$ cat config.mk
export PLATFORM = sky130hd
export DESIGN_NAME = mc_control_flat
export DESIGN_NICKNAME = d
export VERILOG_FILES = /design/src/rtl/mips_ctrl_pkg.sv /design/src/rtl/mc_control_if.sv /design/src/rtl/mem_wait_timer.sv /design/src/rtl/mc_control.sv /design/src/flat_wrapper.sv
export SDC_FILE = /design/constraint.sdc
export NUM_CORES = 1
export LEC_CHECK = 0
export BUFFER_PORTS_ARGS = -buffer_cell sky130_fd_sc_hd__buf_2
export CAP_MARGIN = 20
export CORE_AREA = 2 2 47 49
export CTS_BUF_LIST = sky130_fd_sc_hd__clkbuf_2 sky130_fd_sc_hd__clkbuf_4 sky130_fd_sc_hd__clkbuf_8
export CTS_CLUSTER_DIAMETER = 120
export DETAILED_ROUTE_END_ITERATION = 6
export DIE_AREA = 0 0 49 51
export GPL_ROUTABILITY_DRIVEN = 0
export HOLD_SLACK_MARGIN = 0.1
export MAX_ROUTING_LAYER = met4
export PLACE_DENSITY = 0.75
export SETUP_SLACK_MARGIN = 0.4
export SLEW_MARGIN = 25
export SYNTH_ARGS = -nofsm -noshare
export SYNTH_HDL_FRONTEND = slang
export SYNTH_SLANG_ARGS = --single-unit
$ cat constraint.sdc
create_clock -name clk -period 1.5 [get_ports clk]
set_input_delay 0.15 -clock clk [delete_from_list [all_inputs] [get_ports clk]]
set_output_delay 0.15 -clock clk [all_outputs]
set_load 0.005 [all_outputs]
$ cat src/rtl/mips_ctrl_pkg.sv
// mips_ctrl_pkg
//   Shared encodings for the multicycle MIPS control unit: FSM state codes,
//   instruction opcodes and the datapath mux/ALU select codes.
package mips_ctrl_pkg;

  typedef enum logic [3:0] {
    FETCH  = 4'd0,
    DECODE = 4'd1,
    MEMADR = 4'd2,
    MEMRD  = 4'd3,
    MEMWB  = 4'd4,
    MEMWR  = 4'd5,
    EXEC   = 4'd6,
    ALUWB  = 4'd7,
    ADDIEX = 4'd8,
    ADDIWB = 4'd9,
    BRANCH = 4'd10,
    JUMP   = 4'd11
  } state_e;

  localparam logic [5:0] RTYPE = 6'b000000;
  localparam logic [5:0] LW    = 6'b100011;
  localparam logic [5:0] SW    = 6'b101011;
  localparam logic [5:0] BEQ   = 6'b000100;
  localparam logic [5:0] BNE   = 6'b000101;
  localparam logic [5:0] ADDI  = 6'b001000;
  localparam logic [5:0] J     = 6'b000010;

  localparam logic [1:0] ALUOP_ADD   = 2'b00;
  localparam logic [1:0] ALUOP_SUB   = 2'b01;
  localparam logic [1:0] ALUOP_FUNCT = 2'b10;

  localparam logic [1:0] SRCB_REG    = 2'b00;
  localparam logic [1:0] SRCB_FOUR   = 2'b01;
  localparam logic [1:0] SRCB_IMM    = 2'b10;
  localparam logic [1:0] SRCB_IMM_SH = 2'b11;

  localparam logic [1:0] PCSRC_ALU    = 2'b00;
  localparam logic [1:0] PCSRC_ALUOUT = 2'b01;
  localparam logic [1:0] PCSRC_JUMP   = 2'b10;

  localparam logic [1:0] NE_NONE = 2'b00;
  localparam logic [1:0] NE_JUMP = 2'b10;

endpackage

$ cat src/rtl/mc_control_if.sv
// mc_control_if
//   Bundle between the control unit and the datapath/memory.
//   Inputs to the controller : OpCode (instr[31:26]), mem_ready.
//   Outputs of the controller: datapath strobes, mux selects, ALUOp, Ne,
//                              illegal_op, mem_timeout, state.
//   master = control unit, slave = datapath side.
interface mc_control_if;
  logic [5:0] OpCode;
  logic       mem_ready;

  logic       PCWrite;
  logic       PCWriteCond;
  logic       IorD;
  logic       MemRead;
  logic       MemWrite;
  logic       MemtoReg;
  logic       IRWrite;
  logic       RegWrite;
  logic       RegDst;
  logic       ALUSrcA;
  logic [1:0] ALUOp;
  logic [1:0] ALUSrcB;
  logic [1:0] PCSource;
  logic [1:0] Ne;
  logic       illegal_op;
  logic       mem_timeout;
  logic [3:0] state;

  modport master (
    input  OpCode, mem_ready,
    output PCWrite, PCWriteCond, IorD, MemRead, MemWrite, MemtoReg, IRWrite,
           RegWrite, RegDst, ALUSrcA, ALUOp, ALUSrcB, PCSource, Ne,
           illegal_op, mem_timeout, state
  );

  modport slave (
    output OpCode, mem_ready,
    input  PCWrite, PCWriteCond, IorD, MemRead, MemWrite, MemtoReg, IRWrite,
           RegWrite, RegDst, ALUSrcA, ALUOp, ALUSrcB, PCSource, Ne,
           illegal_op, mem_timeout, state
  );
endinterface

$ cat src/rtl/mem_wait_timer.sv
// mem_wait_timer
//   Counts consecutive not-ready cycles in a memory-wait state.
//   clk, reset (async active-low), active (FSM is in a wait state),
//   ready (memory done), expired (MAX_WAIT not-ready cycles already spent
//   and memory still not ready this cycle).
module mem_wait_timer #(
  parameter int MAX_WAIT = 15
) (
  input  logic clk,
  input  logic reset,
  input  logic active,
  input  logic ready,
  output logic expired
);

  localparam int CW = (MAX_WAIT < 2) ? 1 : $clog2(MAX_WAIT + 1);
  localparam logic [CW-1:0] TC_LOAD = CW'(MAX_WAIT);

  logic [CW-1:0] count_q, count_d;

  // Down-counter holds the remaining wait budget; zero means the budget
  // is spent, so a further not-ready cycle is the timeout cycle.
  assign expired = active & ~ready & (count_q == '0);

  always_comb begin
    count_d = count_q - CW'(1);
    if (!active || ready || expired) begin
      count_d = TC_LOAD;
    end
  end

  always_ff @(posedge clk or negedge reset) begin
    if (!reset) begin
      count_q <= TC_LOAD;
    end else begin
      count_q <= count_d;
    end
  end

endmodule

$ cat src/rtl/mc_control.sv
// mc_control
//   Moore control FSM for a multicycle MIPS datapath (lw, sw, R-type,
//   addi, beq, bne, j) with a bounded wait on mem_ready.
//   clk   : rising-edge clock
//   reset : async active-low reset
//   bus   : mc_control_if.master (OpCode/mem_ready in, strobes/selects out)
//
//   state  | meaning
//   FETCH  | read instruction, PC += 4 when memory ready
//   DECODE | register read, branch target computed; dispatch on OpCode
//   MEMADR | lw/sw effective address
//   MEMRD  | data memory read, wait for ready
//   MEMWB  | load result to rt
//   MEMWR  | data memory write, wait for ready
//   EXEC   | R-type ALU operation
//   ALUWB  | R-type result to rd
//   ADDIEX | addi ALU operation
//   ADDIWB | addi result to rt
//   BRANCH | compare and conditional PC update (beq/bne)
//   JUMP   | PC <= jump address
module mc_control
  import mips_ctrl_pkg::*;
#(
  parameter int MAX_WAIT = 15
) (
  input  logic         clk,
  input  logic         reset,
  mc_control_if.master bus
);

  state_e     state_q, state_d;
  logic       active, expired;
  logic       pc_write, pc_write_cond, ior_d, mem_read, mem_write;
  logic       mem_to_reg, ir_write, reg_write, reg_dst, alu_src_a, illegal;
  logic [1:0] alu_op, alu_src_b, pc_source, ne;

  assign active = (state_q == FETCH) || (state_q == MEMRD) || (state_q == MEMWR);

  mem_wait_timer #(.MAX_WAIT(MAX_WAIT)) u_wait (
    .clk    (clk),
    .reset  (reset),
    .active (active),
    .ready  (bus.mem_ready),
    .expired(expired)
  );

  always_ff @(posedge clk or negedge reset) begin
    if (!reset) begin
      state_q <= FETCH;
    end else begin
      state_q <= state_d;
    end
  end

  always_comb begin
    state_d       = FETCH;
    pc_write      = 1'b0;
    pc_write_cond = 1'b0;
    ior_d         = 1'b0;
    mem_read      = 1'b0;
    mem_write     = 1'b0;
    mem_to_reg    = 1'b0;
    ir_write      = 1'b0;
    reg_write     = 1'b0;
    reg_dst       = 1'b0;
    alu_src_a     = 1'b0;
    illegal       = 1'b0;
    alu_op        = ALUOP_ADD;
    alu_src_b     = SRCB_REG;
    pc_source     = PCSRC_ALU;
    ne            = NE_NONE;

    case (state_q)
      FETCH: begin
        mem_read  = 1'b1;
        alu_src_b = SRCB_FOUR;
        if (bus.mem_ready) begin
          ir_write = 1'b1;
          pc_write = 1'b1;
          state_d  = DECODE;
        end else begin
          state_d  = FETCH;
        end
      end
      DECODE: begin
        alu_src_b = SRCB_IMM_SH;
        case (bus.OpCode)
          LW, SW:   state_d = MEMADR;
          RTYPE:    state_d = EXEC;
          ADDI:     state_d = ADDIEX;
          BEQ, BNE: state_d = BRANCH;
          J:        state_d = JUMP;
          default: begin
            state_d = FETCH;
            illegal = 1'b1;
          end
        endcase
      end
      MEMADR: begin
        alu_src_a = 1'b1;
        alu_src_b = SRCB_IMM;
        if (bus.OpCode == LW) begin
          state_d = MEMRD;
        end else if (bus.OpCode == SW) begin
          state_d = MEMWR;
        end else begin
          state_d = FETCH;
        end
      end
      MEMRD: begin
        ior_d    = 1'b1;
        mem_read = 1'b1;
        state_d  = bus.mem_ready ? MEMWB : MEMRD;
      end
      MEMWR: begin
        ior_d     = 1'b1;
        mem_write = 1'b1;
        state_d   = bus.mem_ready ? FETCH : MEMWR;
      end
      MEMWB: begin
        reg_write  = 1'b1;
        mem_to_reg = 1'b1;
      end
      EXEC: begin
        alu_src_a = 1'b1;
        alu_op    = ALUOP_FUNCT;
        state_d   = ALUWB;
      end
      ALUWB: begin
        reg_write = 1'b1;
        reg_dst   = 1'b1;
      end
      ADDIEX: begin
        alu_src_a = 1'b1;
        alu_src_b = SRCB_IMM;
        state_d   = ADDIWB;
      end
      ADDIWB: begin
        reg_write = 1'b1;
      end
      BRANCH: begin
        alu_src_a     = 1'b1;
        alu_op        = ALUOP_SUB;
        pc_write_cond = 1'b1;
        pc_source     = PCSRC_ALUOUT;
        ne            = {1'b0, (bus.OpCode == BNE)};
      end
      JUMP: begin
        pc_write  = 1'b1;
        pc_source = PCSRC_JUMP;
        ne        = NE_JUMP;
      end
      default: state_d = FETCH;
    endcase

    // A timed-out access abandons the instruction and refetches.
    if (expired) begin
      state_d = FETCH;
    end
  end

  // Strobes are qualified by reset so an aborted instruction issues nothing
  // while reset is held; selects follow state, which reset pins at FETCH.
  assign bus.PCWrite     = reset & ~expired & pc_write;
  assign bus.PCWriteCond = reset & pc_write_cond;
  assign bus.IorD        = ior_d;
  assign bus.MemRead     = reset & mem_read;
  assign bus.MemWrite    = reset & ~expired & mem_write;
  assign bus.MemtoReg    = mem_to_reg;
  assign bus.IRWrite     = reset & ~expired & ir_write;
  assign bus.RegWrite    = reset & reg_write;
  assign bus.RegDst      = reg_dst;
  assign bus.ALUSrcA     = alu_src_a;
  assign bus.ALUOp       = alu_op;
  assign bus.ALUSrcB     = alu_src_b;
  assign bus.PCSource    = pc_source;
  assign bus.Ne          = ne;
  assign bus.illegal_op  = reset & illegal;
  assign bus.mem_timeout = reset & expired;
  assign bus.state       = state_q;

endmodule

$ cat src/flat_wrapper.sv
// flat-port wrapper written by rule: the top's interface ports become plain ports
module mc_control_flat import mips_ctrl_pkg::*;
#(
  parameter int MAX_WAIT = 15
)
  (clk, reset, bus_OpCode, bus_mem_ready, bus_PCWrite, bus_PCWriteCond, bus_IorD, bus_MemRead, bus_MemWrite, bus_MemtoReg, bus_IRWrite, bus_RegWrite, bus_RegDst, bus_ALUSrcA, bus_ALUOp, bus_ALUSrcB, bus_PCSource, bus_Ne, bus_illegal_op, bus_mem_timeout, bus_state);
  mc_control_if bus_i ();
  input  logic clk;
  input  logic reset;
  input wire logic [$bits(bus_i.OpCode)-1:0] bus_OpCode;
  input wire logic [$bits(bus_i.mem_ready)-1:0] bus_mem_ready;
  output wire logic [$bits(bus_i.PCWrite)-1:0] bus_PCWrite;
  output wire logic [$bits(bus_i.PCWriteCond)-1:0] bus_PCWriteCond;
  output wire logic [$bits(bus_i.IorD)-1:0] bus_IorD;
  output wire logic [$bits(bus_i.MemRead)-1:0] bus_MemRead;
  output wire logic [$bits(bus_i.MemWrite)-1:0] bus_MemWrite;
  output wire logic [$bits(bus_i.MemtoReg)-1:0] bus_MemtoReg;
  output wire logic [$bits(bus_i.IRWrite)-1:0] bus_IRWrite;
  output wire logic [$bits(bus_i.RegWrite)-1:0] bus_RegWrite;
  output wire logic [$bits(bus_i.RegDst)-1:0] bus_RegDst;
  output wire logic [$bits(bus_i.ALUSrcA)-1:0] bus_ALUSrcA;
  output wire logic [$bits(bus_i.ALUOp)-1:0] bus_ALUOp;
  output wire logic [$bits(bus_i.ALUSrcB)-1:0] bus_ALUSrcB;
  output wire logic [$bits(bus_i.PCSource)-1:0] bus_PCSource;
  output wire logic [$bits(bus_i.Ne)-1:0] bus_Ne;
  output wire logic [$bits(bus_i.illegal_op)-1:0] bus_illegal_op;
  output wire logic [$bits(bus_i.mem_timeout)-1:0] bus_mem_timeout;
  output wire logic [$bits(bus_i.state)-1:0] bus_state;
  assign bus_i.OpCode = bus_OpCode;
  assign bus_i.mem_ready = bus_mem_ready;
  assign bus_PCWrite = bus_i.PCWrite;
  assign bus_PCWriteCond = bus_i.PCWriteCond;
  assign bus_IorD = bus_i.IorD;
  assign bus_MemRead = bus_i.MemRead;
  assign bus_MemWrite = bus_i.MemWrite;
  assign bus_MemtoReg = bus_i.MemtoReg;
  assign bus_IRWrite = bus_i.IRWrite;
  assign bus_RegWrite = bus_i.RegWrite;
  assign bus_RegDst = bus_i.RegDst;
  assign bus_ALUSrcA = bus_i.ALUSrcA;
  assign bus_ALUOp = bus_i.ALUOp;
  assign bus_ALUSrcB = bus_i.ALUSrcB;
  assign bus_PCSource = bus_i.PCSource;
  assign bus_Ne = bus_i.Ne;
  assign bus_illegal_op = bus_i.illegal_op;
  assign bus_mem_timeout = bus_i.mem_timeout;
  assign bus_state = bus_i.state;
  mc_control #(.MAX_WAIT(MAX_WAIT)) u_core (.clk(clk), .reset(reset), .bus(bus_i));
endmodule
Word level (Yosys, flattened, before mapping) --
Index checks and enable logic that the tools add are counted.
Word-level totals: bits in registers 8, latch bits 0, RAM bits 0, ROM bits 0, logic and storage cells 75, memories 0
Cells by class: add/sub/neg operators 1, $mul 0, divide/modulo/power cells 0, order comparisons 0, equal/unequal tests 17, shift operators 0, multiplexer cells 26, bitwise operators 13, reduce and logical (&&, ||, !) cells 16
Operators with widths (number):
- $pmux 4 s7 | 1
- $pmux 4 s5 | 1
- $eq 4x3->1 const B | 4
- $eq 4x4->1 const B | 4
- $mux 1 | 13
- $eq 6x3->1 const B | 2
- $eq 6x6->1 const B | 2
- $mux 4 | 3
- $pmux 2 s2 | 3
- $and 1x1->1 | 11
- $reduce_or 2->1 | 5
- $mux 3 | 3
- $eq 4x2->1 const B | 2
- $logic_not 4->1 | 2
- $reduce_or 7->1 | 1
- $eq 6x2->1 const B | 1
- $eq 6x4->1 const B | 1
- $logic_not 6->1 | 1
- $pmux 2 s3 | 1
- $eq 4x1->1 const B | 1
- $logic_or 1x1->1 | 4
- $reduce_or 4->1 | 1
- $sub 4x1->4 const B | 1
- $reduce_or 3->1 | 1
- other kinds (3) | 4

Depth between registers and ports, before layout --
Gate-level depths: netlist (run 1).
word-level depth 8, mapped depth 6

By module --
A second synthesis (run 1) with hierarchy kept.
Second synthesis, totals: cells, all modules 111, area, all modules 885.8 sq um
By module, submodules not included:
- mc_control | instances 1, cells each 94, area each 686.9 sq um
- mem_wait_timer | instances 1, cells each 17, area each 198.9 sq um

Worst setup path after synthesis (run 1) --
No wires, ideal clock.
kind reg2out, from register u_core.state_q[0] (netlist: u_core.bus.state[0]), to output port bus_PCWrite, arrival 1366 ps, path slack -16 ps, cell stages (with the launch flop) 6, path buffers 1, cell sequence dfrtp_1 -> buf_6 -> xnor2_1 -> mux2i_1 -> o31ai_1 -> nor3_1
On the way: cells in the longest elaborated chain, start to end 8, elaborated cells between the ends (all ways) 12, classes of those cells eq/ne: 3; mux: 1; bitwise: 5; reduce/logical: 3
Ends and longest elaborated chain:
- start, declared | RTL line mc_control.sv:31 | state_e state_q, state_d;
- start signal, assigned | RTL line mc_control.sv:51 | state_q <= state_d;
- $eq 4x2->1 / $logic_not 4->1 (equally long branches) | RTL line mc_control.sv:37, mc_control.sv:73
- $logic_or 1x1->1 (2 in series) | RTL line mc_control.sv:37 | assign active = (state_q == FETCH) || (state_q == MEMRD) || (state_q == MEMWR);
- $and 1x1->1 (2 in series) | RTL line mem_wait_timer.sv:23 | assign expired = active & ~ready & (count_q == '0);
- $not 1->1 | RTL line mc_control.sv:164 | assign bus.PCWrite = reset & ~expired & pc_write;
- $and 1x1->1 | RTL line mc_control.sv:164
- $and 1x1->1 (*) | RTL line mc_control.sv:164
- end, declared | RTL line flat_wrapper.sv:12 | output wire logic [$bits(bus_i.PCWrite)-1:0] bus_PCWrite;
Every way passes the cells marked *; elsewhere a longest branch is shown, timed or not.

Worst setup path in the final report (run 1) --
from register u_core.state_q[0] (netlist: u_core.bus.state[0]), to output port bus_ALUSrcB[1]
On the way: cells in the longest elaborated chain, start to end 3, elaborated cells between the ends (all ways) 6, classes of those cells eq/ne: 3; mux: 1; reduce/logical: 2
Ends and longest elaborated chain:
- $eq 4x4->1 / $eq 4x2->1 (equally long branches) | RTL line mc_control.sv:73 | case (state_q)
- $reduce_or 2->1 (no line)
- $pmux 2 s3 (*) | RTL line mc_control.sv:73
- end, declared | RTL line flat_wrapper.sv:23 | output wire logic [$bits(bus_i.ALUSrcB)-1:0] bus_ALUSrcB;
Marks and branches as above.

==> impl_metrics.env, run 1 <==
export IMPL_drive_gt1_share_pct=66.1
export IMPL_violations="negative setup slack"
export IMPL_dr_first_iter_drc_count=32
export IMPL_cp_arrival_ns=1.62
export IMPL_portBuffers=32
export IMPL_yosysWarnings=0
export IMPL_post_route_period_util_pct=118
export IMPL_grt_pass1_vias=1102
export IMPL_pwr_share_seq_pct=23.8
export IMPL_grt_max_degree=13
export IMPL_layout_min_cycle_time_ns=1.77
export IMPL_cts_htree_levels=1
export IMPL_max_slew_worst_pin_slew_ns=0.375
export IMPL_crit_path_start_kind="register"
export IMPL_p_leak_nw=0.755
export IMPL_maxSlewViolCount=0
export IMPL_p_int_mw=0.719
export IMPL_wl_per_cell_um=16.2
export IMPL_cts_tree="done"
export IMPL_vias_per_cell=5.63
export IMPL_finalSetupViolations=22
export IMPL_r2r_start="u_core.bus.state[1]"
export IMPL_slew_headroom_pct=74.9
export IMPL_max_freq_mhz=566
export IMPL_clkPwrFrac_pct=18.2
export IMPL_cp_startpoint="u_core.bus.state[0]"
export IMPL_synthXorXnorAreaFrac_pct=5.07
export IMPL_first_pass_iters=5
export IMPL_synth_compound_area_share_pct=17.1
export IMPL_fin_worst_skew_ns=0.00531
export IMPL_slowest_delay_ns=0.47
export IMPL_synth_area_um2=865
export IMPL_cp_required_ns=1.35
export IMPL_synthAdderAreaFrac_pct=2.89
export IMPL_combPwrFrac_pct=58.0
export IMPL_mostFrequentLayoutCell="buf_2"
export IMPL_ant_nets=0
export IMPL_grt_pass1_wl_um=5240
export IMPL_yosysTopAreaCell="dfstp_2"
export IMPL_syn2layout_area_growth_pct=89.1
export IMPL_row_count=17
export IMPL_clockBufferDepth=2
export IMPL_antenna_found_initial=0
export IMPL_cts_made_buffers=3
export IMPL_worstSkewPairLatency_ns=0.27
export IMPL_syn_nets=127
export IMPL_grt_overflow=0
export IMPL_cp_end_kind="output port"
export IMPL_crit_family="flip-flops"
export IMPL_synthMuxAreaShare_pct=1.16
export IMPL_hpwl_um=1880
export IMPL_rsz0062_at_grt="true"
export IMPL_synth_top_area_share_pct=12.2
export IMPL_synthSimpleGateAreaFrac_pct=40.5
export IMPL_slowest_stage="dfrtp_2"
export IMPL_status="finished, violations left"
export IMPL_synthTopCellsByArea="dfstp_2, dfrtp_1, nor2_1"
export IMPL_fin_area_mm2=0.00164
export IMPL_die_y_um=51
export IMPL_dieArea_mm2=0.00250
export IMPL_grt_total_usage_pct=28.3
export IMPL_drc_errors=0
export IMPL_finalWorstSetupSlack_ns=-0.267
export IMPL_hp_class="in -> reg"
export IMPL_worstPathCellList="buf_6, nand2b_4, a21oi_2, a21oi_1, nor2_1, buf_2"
export IMPL_place_area_mm2=0.00121
export IMPL_routed_wl_um=3370
export IMPL_ys_ff_latch=8
export IMPL_r2r_setup_slack_ns=-0.04
export IMPL_netSwitchingFraction_pct=39.8
export IMPL_syn_area_per_cell_um2=7.45
export IMPL_core_area_mm2=0.00206
export IMPL_cts_sinks=8
export IMPL_postLayoutCoreUtil_pct=79.3
export IMPL_netlist_cell_type_count=42
export IMPL_total_power_mw=1.19
export IMPL_vias=1172
export IMPL_maxCapViolCount=0
export IMPL_path_buf_inv=2
export IMPL_die_w_um=49
export IMPL_syn_inst=116
export IMPL_mostFrequentLayoutCells="buf_2, buf_6, buf_4"
export IMPL_synth_top_family_by_area="simple AND/OR/NAND/NOR gates"
export IMPL_hold_viol_final=0
export IMPL_pwr_density_cell_mw_per_mm2=730
export IMPL_crit_type="reg -> out"
export IMPL_cts_root_buf="clkbuf_4"
export IMPL_seq_area_frac_synth_pct=23.7
export IMPL_nets=192
export IMPL_clkTransAtPathRegs_ns=0.07
export IMPL_cp_max_fo=12
export IMPL_pin_count=33
export IMPL_p_sw_mw=0.475
export IMPL_holdCritStartpoint="bus_OpCode[5]"
export IMPL_vdd_drop_max_uv=770
export IMPL_start_util_pct=41.9
export IMPL_diodes=0
==> cells by family (layout without fill, tap and decap cells) <==
group | after synthesis | count (layout)
flip-flops | 8 | 8
buffers and inverters | 14 | 78
AND/OR/NAND/NOR | 65 | 65
multiplexers | 1 | 1
AO/OA/AOI/OAI | 21 | 21
XOR/XNOR | 5 | 5
adder cells (fa/ha/maj) | 2 | 2
==> flip-flops by register name (all words and copies together) (netlist names) <==
name                   flops
u_core.bus.state           4
u_core.u_wait.count_q      4
==> repair_timing <==
action / in CTS / in global routing
endpoints found under the hold margin: 8 / 0
pin swaps: 11 / 8
cloned: 0 / 0
hold buffers: 1 / 0
setup endpoints to repair: 32 / 32
resized for setup: 37 / 15
setup buffers: 18 / 4
==> power by group through the flow <==
stage | clock, mW | combinational (mW) | sequential (mW)
2_1_floorplan | 0 | 0.335 | 0.266
3_3_place_gp | 0 | 0.442 | 0.281
3_5_place_dp | 0 | 0.455 | 0.283
4_1_cts | 0.221 | 0.599 | 0.281
5_1_grt | 0.228 | 0.737 | 0.288
6_report | 0.217 | 0.692 | 0.284
==> routing by layer <==
metal / vias up / routed length, µm / GRT usage (%) / share of wire (%)
met5: - / 0 / - / 0
met3: 14 / 258 / 5.56 / 7.6
li1: 540 / - / - / -
met1: 552 / 1410 / 34.5 / 42
met2: 66 / 1600 / 43.8 / 47
met4: 0 / 111 / 16.7 / 3.3
==> final timing paths <==
check,end,depth (start not counted)
max,bus_ALUSrcB[1],6
min,u_core.bus.state[3],3
max reg2reg,u_core.u_wait.count_q[2],6
min reg2reg,u_core.u_wait.count_q[3],2
max in group asynchronous,u_core.u_wait.count_q[3],2
min in group asynchronous,u_core.bus.state[3],2
==> synthesized netlist by cell type <==
master	n
nor3_1	8
or2_2	1
inv_1	7
nand2b_1	7
buf_4	2
xor2_1	1
ha_1	2
clkbuf_1	2
nand4b_1	1
nor4b_2	1
nand4_1	1
o31ai_1	1
a31oi_1	3
mux2i_1	1
o21bai_1	1
nor3b_1	4
a211o_1	1
nand3_1	3
a41oi_1	1
and2_1	1
nor2b_1	2
and2b_1	1
dfrtp_1	4
xnor2_1	4
or3b_2	1
a2bb2oi_1	1
o31ai_2	1
a21oi_1	6
nor4_1	2
nand2_1	10
o21ai_0	1
o32ai_1	1
o22ai_1	1
nor2_2	1
or4_4	1
and4_1	1
buf_6	3
o211ai_1	1
dfstp_2	4
nor2_1	18
and3_1	1
o41ai_1	2
==> metrics by stage <==
stage                     hold WS [ns]  std cells  TNS (ns)  setup slack, ns
after global routing             0.301        208     -3.11           -0.290
final                            0.292        208     -1.84           -0.267
after global placement          0.0351        181         0           0.0348
after CTS                        0.283        204     -1.46           -0.194
after floorplan                 -0.146        116         0            0.183
after detailed placement        0.0407        181   -0.0138          -0.0138
==> tightest hold or removal path, cell delays in order <==
cell,delay (ns)
buf_2,0.14
o41ai_2,0.10
nor3b_2,0.15
==> layout make-up <==
| class | instances | area [µm²] |
|---|---|---|
| Inverter | 7 | 28.8 |
| Fill cell | 126 | 428 |
| Timing Repair Buffer | 67 | 514 |
| Clock buffer | 4 | 30.0 |
| Tap cell | 28 | 35.0 |
| Multi-Input combinational cell | 94 | 817 |
| Sequential cell | 8 | 210 |
No activity file was read; power rests on OpenSTA's default activity.
==> inputs of run 2 (changes only) <==
Settings changed: ABC_AREA from default to 1, CTS_BUF_LIST sky130_fd_sc_hd__clkbuf_2 sky130_fd_sc_hd__clkbuf_4 sky130_fd_sc_hd__clkbuf_8 to sky130_fd_sc_hd__clkbuf_8 sky130_fd_sc_hd__clkbuf_16, CTS_CLUSTER_SIZE from default to 10, PLACE_DENSITY 0.75 to 0.71.
==> impl_metrics.env, run 2 <==
export IMPL_slew_headroom_pct=74.3
export IMPL_synthTopCellsByCount="inv_1, nor2_1, nand2_1"
export IMPL_maxSlewViolCount=0
export IMPL_syn2layout_area_growth_pct=56.9
export IMPL_first_pass_iters=4
export IMPL_p_leak_nw=0.718
export IMPL_cp_required_ns=1.35
export IMPL_cp_max_fo=4
export IMPL_drive_gt1_share_pct=57.5
export IMPL_pin_count=33
export IMPL_place_worst_setup_slack_ns=0.113
export IMPL_core_area_mm2=0.00206
export IMPL_r2r_start="u_core.bus.state[3]"
export IMPL_grt_busiest_layer="met2"
export IMPL_finalSetupViolations=11
export IMPL_p_sw_mw=0.439
export IMPL_fillers=190
export IMPL_portBuffers=32
export IMPL_max_freq_mhz=619
export IMPL_hp_class="in -> reg"
export IMPL_synthArstFlopShare_pct=100
export IMPL_nets=186
export IMPL_dr_first_iter_drc_count=11
export IMPL_mostFrequentLayoutCells="buf_2, inv_1, nor2_1"
export IMPL_layout_min_cycle_time_ns=1.62
export IMPL_worstSkewPairLatency_ns=0.24
export IMPL_cp_end_kind="output port"
export IMPL_max_slew_worst_pin_slew_ns=0.384
export IMPL_netSwitchingFraction_pct=40.2
export IMPL_hpwl_um=1560
export IMPL_cts_made_buffers=3
export IMPL_routed_wl_um=2310
export IMPL_cp_startpoint="u_core.bus.state[3]"
export IMPL_grtUsageMet3_pct=2.92
export IMPL_diodes=0
export IMPL_violations="negative setup slack"
export IMPL_post_route_period_util_pct=108
export IMPL_crit_type="reg -> out"
export IMPL_cts_htree_levels=1
export IMPL_total_power_mw=1.09
export IMPL_rsz0062_at_grt="true"
export IMPL_dieArea_mm2=0.00250
export IMPL_grt_use_met2_pct=32.0
export IMPL_synth_most_common_cell="inv_1"
export IMPL_seq_area_frac_synth_pct=25.8
export IMPL_grt_total_usage_pct=19.2
export IMPL_pwr_share_seq_pct=28.2
export IMPL_combPwrFrac_pct=46.5
export IMPL_finalWorstSetupSlack_ns=-0.115
export IMPL_start_util_pct=38.5
export IMPL_ant_nets=0
export IMPL_drc_errors=0
export IMPL_holdWs_ns=0.319
export IMPL_syn_area_per_cell_um2=6.16
export IMPL_status="finished, violations left"
export IMPL_yosysWarnings=0
export IMPL_postLayoutCoreUtil_pct=60.4
export IMPL_synth_edf_count=0
export IMPL_pwr_density_cell_mw_per_mm2=875
export IMPL_die_w_um=49
export IMPL_min_path_cells=5
export IMPL_holdCritStartpoint="bus_mem_ready"
export IMPL_synth_top_area_share_pct=13.2
export IMPL_vias_per_cell=4.71
export IMPL_synthTopCellsByArea="dfstp_2, inv_1, nor2_1"
export IMPL_mostFrequentLayoutCell="buf_2"
export IMPL_fin_worst_skew_ns=0.00680
export IMPL_grt_pass1_wl_um=3470
export IMPL_grt_overflow=0
export IMPL_grtUsageMet1_pct=21.5
export IMPL_fin_area_mm2=0.00125
export IMPL_vdd_drop_max_uv=440
export IMPL_synth_area_um2=795
export IMPL_placedCellCount=188
export IMPL_die_y_um=51
export IMPL_row_count=17
export IMPL_grt_max_degree=9
export IMPL_clkTransAtPathRegs_ns=0.05
export IMPL_cts_root_buf="clkbuf_8"
export IMPL_syn_inst=129
export IMPL_hold_viol_final=0
export IMPL_cts_sinks=8
export IMPL_p_int_mw=0.652
export IMPL_maxCapViolCount=0
export IMPL_cts_tree="done"
export IMPL_ys_ff_latch=8
export IMPL_netlist_cell_type_count=26
export IMPL_grt_pass1_vias=809
export IMPL_clockBufferDepth=2
export IMPL_clkPwrFrac_pct=25.3
export IMPL_vias=951
export IMPL_synthFlopType="dfstp_2"
export IMPL_place_area_mm2=0.00101
export IMPL_crit_path_start_kind="register"
export IMPL_cp_arrival_ns=1.47
export IMPL_wl_per_cell_um=11.5
export IMPL_reg2regPathDepth=9
export IMPL_antenna_found_initial=0
export IMPL_yosysTopAreaCell="dfstp_2"
export IMPL_setup_tns_ns=-0.759
export IMPL_syn_nets=140
export IMPL_fin_cells=202
-- run 2: logic make-up (layout without fill, tap and decap cells) --
family                   after synthesis  in the layout  synth area share, %
AND/OR/NAND/NOR                       77             77                 46.8
buffers and inverters                 32             77                 15.6
XOR/XNOR                               2              2                 2.21
AO/OA/AOI/OAI                          8              8                 6.46
flip-flops                             8              8                 25.8
adder cells (fa/ha/maj)                2              2                 3.15
-- run 2: timing repair --
action | 4_1_cts | 5_1_grt
pin swaps | 10 | 9
endpoints found under the setup margin | 28 | 29
hold endpoints to repair | 8 | 0
setup buffers | 7 | 2
gates resized for setup | 19 | 18
hold buffers | 1 | 0
-- run 2: cell type report --
| cell class | count | area, µm² | share of cell area [%] |
|---|---|---|---|
| inverters | 31 | 116 | 9.34 |
| repair buffers | 42 | 255 | 20.5 |
| multi-input cells | 89 | 584 | 46.9 |
| flip-flops and latches | 8 | 210 | 16.9 |
| clock buffers | 3 | 41.3 | 3.31 |
| well taps | 28 | 35.0 | 2.81 |
| clock inverters | 1 | 3.75 | 0.301 |
-- run 2: metal layers --
layer / wire, µm / vias to the layer above
li1: - / 484
met1: 987 / 432
met2: 1180 / 31
met3: 99 / 4
met4: 43 / 0
met5: 0 / -
-- run 2: worst max-delay path, cell delays in order, from the launching register on --
cell     delay (ns)
dfrtp_2        0.44
inv_2          0.08
nand2_4        0.07
inv_2          0.06
nand2_2        0.08
nand3_4        0.11
nand3_4        0.10
nand2_2        0.10
nor2_1         0.05
buf_2          0.13
-- run 2: final timing paths --
kind,endpoint,slack [ns]
setup / recovery,bus_IRWrite,-0.12
hold / removal,u_core.bus.state[2],0.32
setup reg to reg,u_core.bus.state[0],0.12
hold reg to reg,u_core.u_wait.count_q[0],0.45
max in group asynchronous,u_core.u_wait.count_q[3],0.69
min in group asynchronous,u_core.bus.state[3],0.49
-- run 2: power groups by stage --
| stage | clock (mW) | sequential [mW] | combinational [mW] |
|---|---|---|---|
| final | 0.276 | 0.308 | 0.507 |
| after global routing | 0.295 | 0.316 | 0.563 |
| after CTS | 0.282 | 0.304 | 0.460 |
| after detailed placement | 0 | 0.295 | 0.394 |
| after global placement | 0 | 0.292 | 0.387 |
| after floorplan | 0 | 0.294 | 0.260 |
==> inputs of run 3 (changes only) <==
Settings changed: CELL_PAD_IN_SITES_DETAIL_PLACEMENT from default to 1, CELL_PAD_IN_SITES_GLOBAL_PLACEMENT from default to 1, CORE_AREA 2 2 47 49 to 2 2 79 43, DIE_AREA 0 0 49 51 to 0 0 81 45, HOLD_SLACK_MARGIN 0.1 to default, PLACE_DENSITY 0.71 to default, PLACE_DENSITY_LB_ADDON from default to 0.1.
==> impl_metrics.env, run 3 (synthesis gave the netlist of run 2 again) <==
export IMPL_status="finished, violations left"
export IMPL_violations="negative setup slack"
export IMPL_diodes=0
export IMPL_die_w_um=81
export IMPL_vias=948
export IMPL_fin_area_mm2=0.00125
export IMPL_worstSkewPairLatency_ns=0.24
export IMPL_pwr_density_cell_mw_per_mm2=913
export IMPL_rsz0062_at_grt="true"
export IMPL_finalSetupViolations=10
export IMPL_reg2regPathDepth=9
export IMPL_layout_min_cycle_time_ns=1.60
export IMPL_grt_overflow=0
export IMPL_crit_path_start_kind="register"
export IMPL_cts_sinks=8
export IMPL_core_area_mm2=0.00291
export IMPL_pwr_share_seq_pct=26.7
export IMPL_syn2layout_area_growth_pct=57.2
export IMPL_grt_pass1_vias=912
export IMPL_clockBufferDepth=2
export IMPL_p_sw_mw=0.441
export IMPL_fin_worst_skew_ns=0.00901
export IMPL_mostFrequentLayoutCells="buf_2, inv_1, nand2_1"
export IMPL_maxSlewViolCount=0
export IMPL_start_util_pct=27.3
export IMPL_hpwl_um=1920
export IMPL_cp_arrival_ns=1.45
export IMPL_grt_pass1_wl_um=4110
export IMPL_post_route_period_util_pct=107
export IMPL_grt_total_usage_pct=15.6
export IMPL_routed_wl_um=2530
export IMPL_vias_per_cell=4.37
export IMPL_combPwrFrac_pct=49.8
export IMPL_max_slew_worst_pin_slew_ns=0.227
export IMPL_dieArea_mm2=0.00365
export IMPL_p_int_mw=0.698
export IMPL_place_area_mm2=0.00103
export IMPL_clkTransAtPathRegs_ns=0.05
export IMPL_max_freq_mhz=626
export IMPL_dr_first_iter_drc_count=13
export IMPL_crit_type="reg -> out"
export IMPL_clkPwrFrac_pct=23.5
export IMPL_fillers=405
export IMPL_grt_max_degree=11
export IMPL_first_pass_iters=4
export IMPL_vdd_drop_max_uv=307
export IMPL_mostFrequentLayoutCell="buf_2"
export IMPL_die_y_um=45
export IMPL_cp_max_fo=4
export IMPL_drive_gt1_share_pct=53.1
export IMPL_drc_errors=0
export IMPL_total_power_mw=1.14
export IMPL_cts_made_buffers=3
export IMPL_cts_htree_levels=1
export IMPL_hold_viol_final=0
export IMPL_cts_tree="done"
export IMPL_cp_required_ns=1.35
export IMPL_p_leak_nw=0.732
export IMPL_row_count=14
export IMPL_antenna_found_initial=0
export IMPL_maxCapViolCount=0
export IMPL_setup_tns_ns=-0.509
export IMPL_nets=189
export IMPL_pin_count=33
export IMPL_wl_per_cell_um=11.6
export IMPL_cp_end_kind="output port"
export IMPL_slew_headroom_pct=84.8
export IMPL_finalWorstSetupSlack_ns=-0.0984
export IMPL_cts_root_buf="clkbuf_8"
export IMPL_portBuffers=32
export IMPL_ant_nets=0
export IMPL_hp_class="in -> async"
export IMPL_netSwitchingFraction_pct=38.7
==> run 3: changes by cell type in the layout (fill, tap and decap cells not counted), sizes merged <==
| cell | previous run | this run |
|---|---|---|
| buf | 41 | 44 |
==> run 3: power by group through the flow <==
| stage | clock network, mW | logic, mW | registers, mW |
|---|---|---|---|
| after floorplan | 0 | 0.260 | 0.294 |
| after global placement | 0 | 0.422 | 0.298 |
| after detailed placement | 0 | 0.419 | 0.298 |
| after CTS | 0.275 | 0.492 | 0.301 |
| after global routing | 0.290 | 0.640 | 0.311 |
| final | 0.268 | 0.567 | 0.305 |
==> run 3: stage by stage <==
stage / setup WS (ns) / instances / util (%) / hold slack (ns)
floorplan: 0.310 / 129 / - / -0.146
global route: -0.189 / 217 / 42.9 / 0.0313
detailed placement: 0.120 / 201 / 35.5 / 0.0484
CTS: -0.0862 / 214 / 40.1 / 0.00586
global placement: 0.103 / 201 / 35.5 / 0.0500
finish: -0.0984 / 217 / 42.9 / 0.0126
==> run 3: what timing repair did <==
action,in CTS,in global routing
resized for setup,11,15
setup endpoints to repair,28,28
buffers inserted,8,3
pin swaps,6,3
hold buffers,1,0
hold endpoints to repair,4,0
==> run 3: critical path, stage by stage (launching register included) <==
cell and delay [ns]:
dfrtp_2 0.42, inv_1 0.09, nor2_2 0.14, nand2_2 0.10, nand3_4 0.11, nand3_4 0.10, nand2_2 0.09, nor2_1 0.04
buf_2 0.13
==> run 3: worst paths after layout <==
kind	end	slack, ns	startpoint
setup reg to reg	u_core.bus.state[2]	0.02	u_core.bus.state[0]
setup / recovery	bus_IRWrite	-0.1	u_core.bus.state[0]
hold reg to reg	u_core.u_wait.count_q[0]	0.45	u_core.u_wait.count_q[0]
hold / removal	u_core.u_wait.count_q[0]	0.01	reset
max in group asynchronous	u_core.bus.state[1]	0.82	reset
min in group clk	u_core.u_wait.count_q[2]	0.37	bus_mem_ready
==> run 3: area by class of cell <==
cell class	instances	area, µm²	area share, %
clock buffers	3	41.3	3.31
clock inverters	1	3.75	0.301
inverters	31	121	9.72
multi-input cells	89	554	44.4
flip-flops and latches	8	210	16.8
well taps	40	50.0	4.01
repair buffers	45	268	21.4
==> run 3: routing by layer <==
metal	wire length [µm]	global-route usage, %	vias to the layer above
met4	13	3.05	0
met3	85	3.60	3
met1	1160	19.5	445
li1	-	-	486
met2	1270	26.4	14
met5	0	-	-
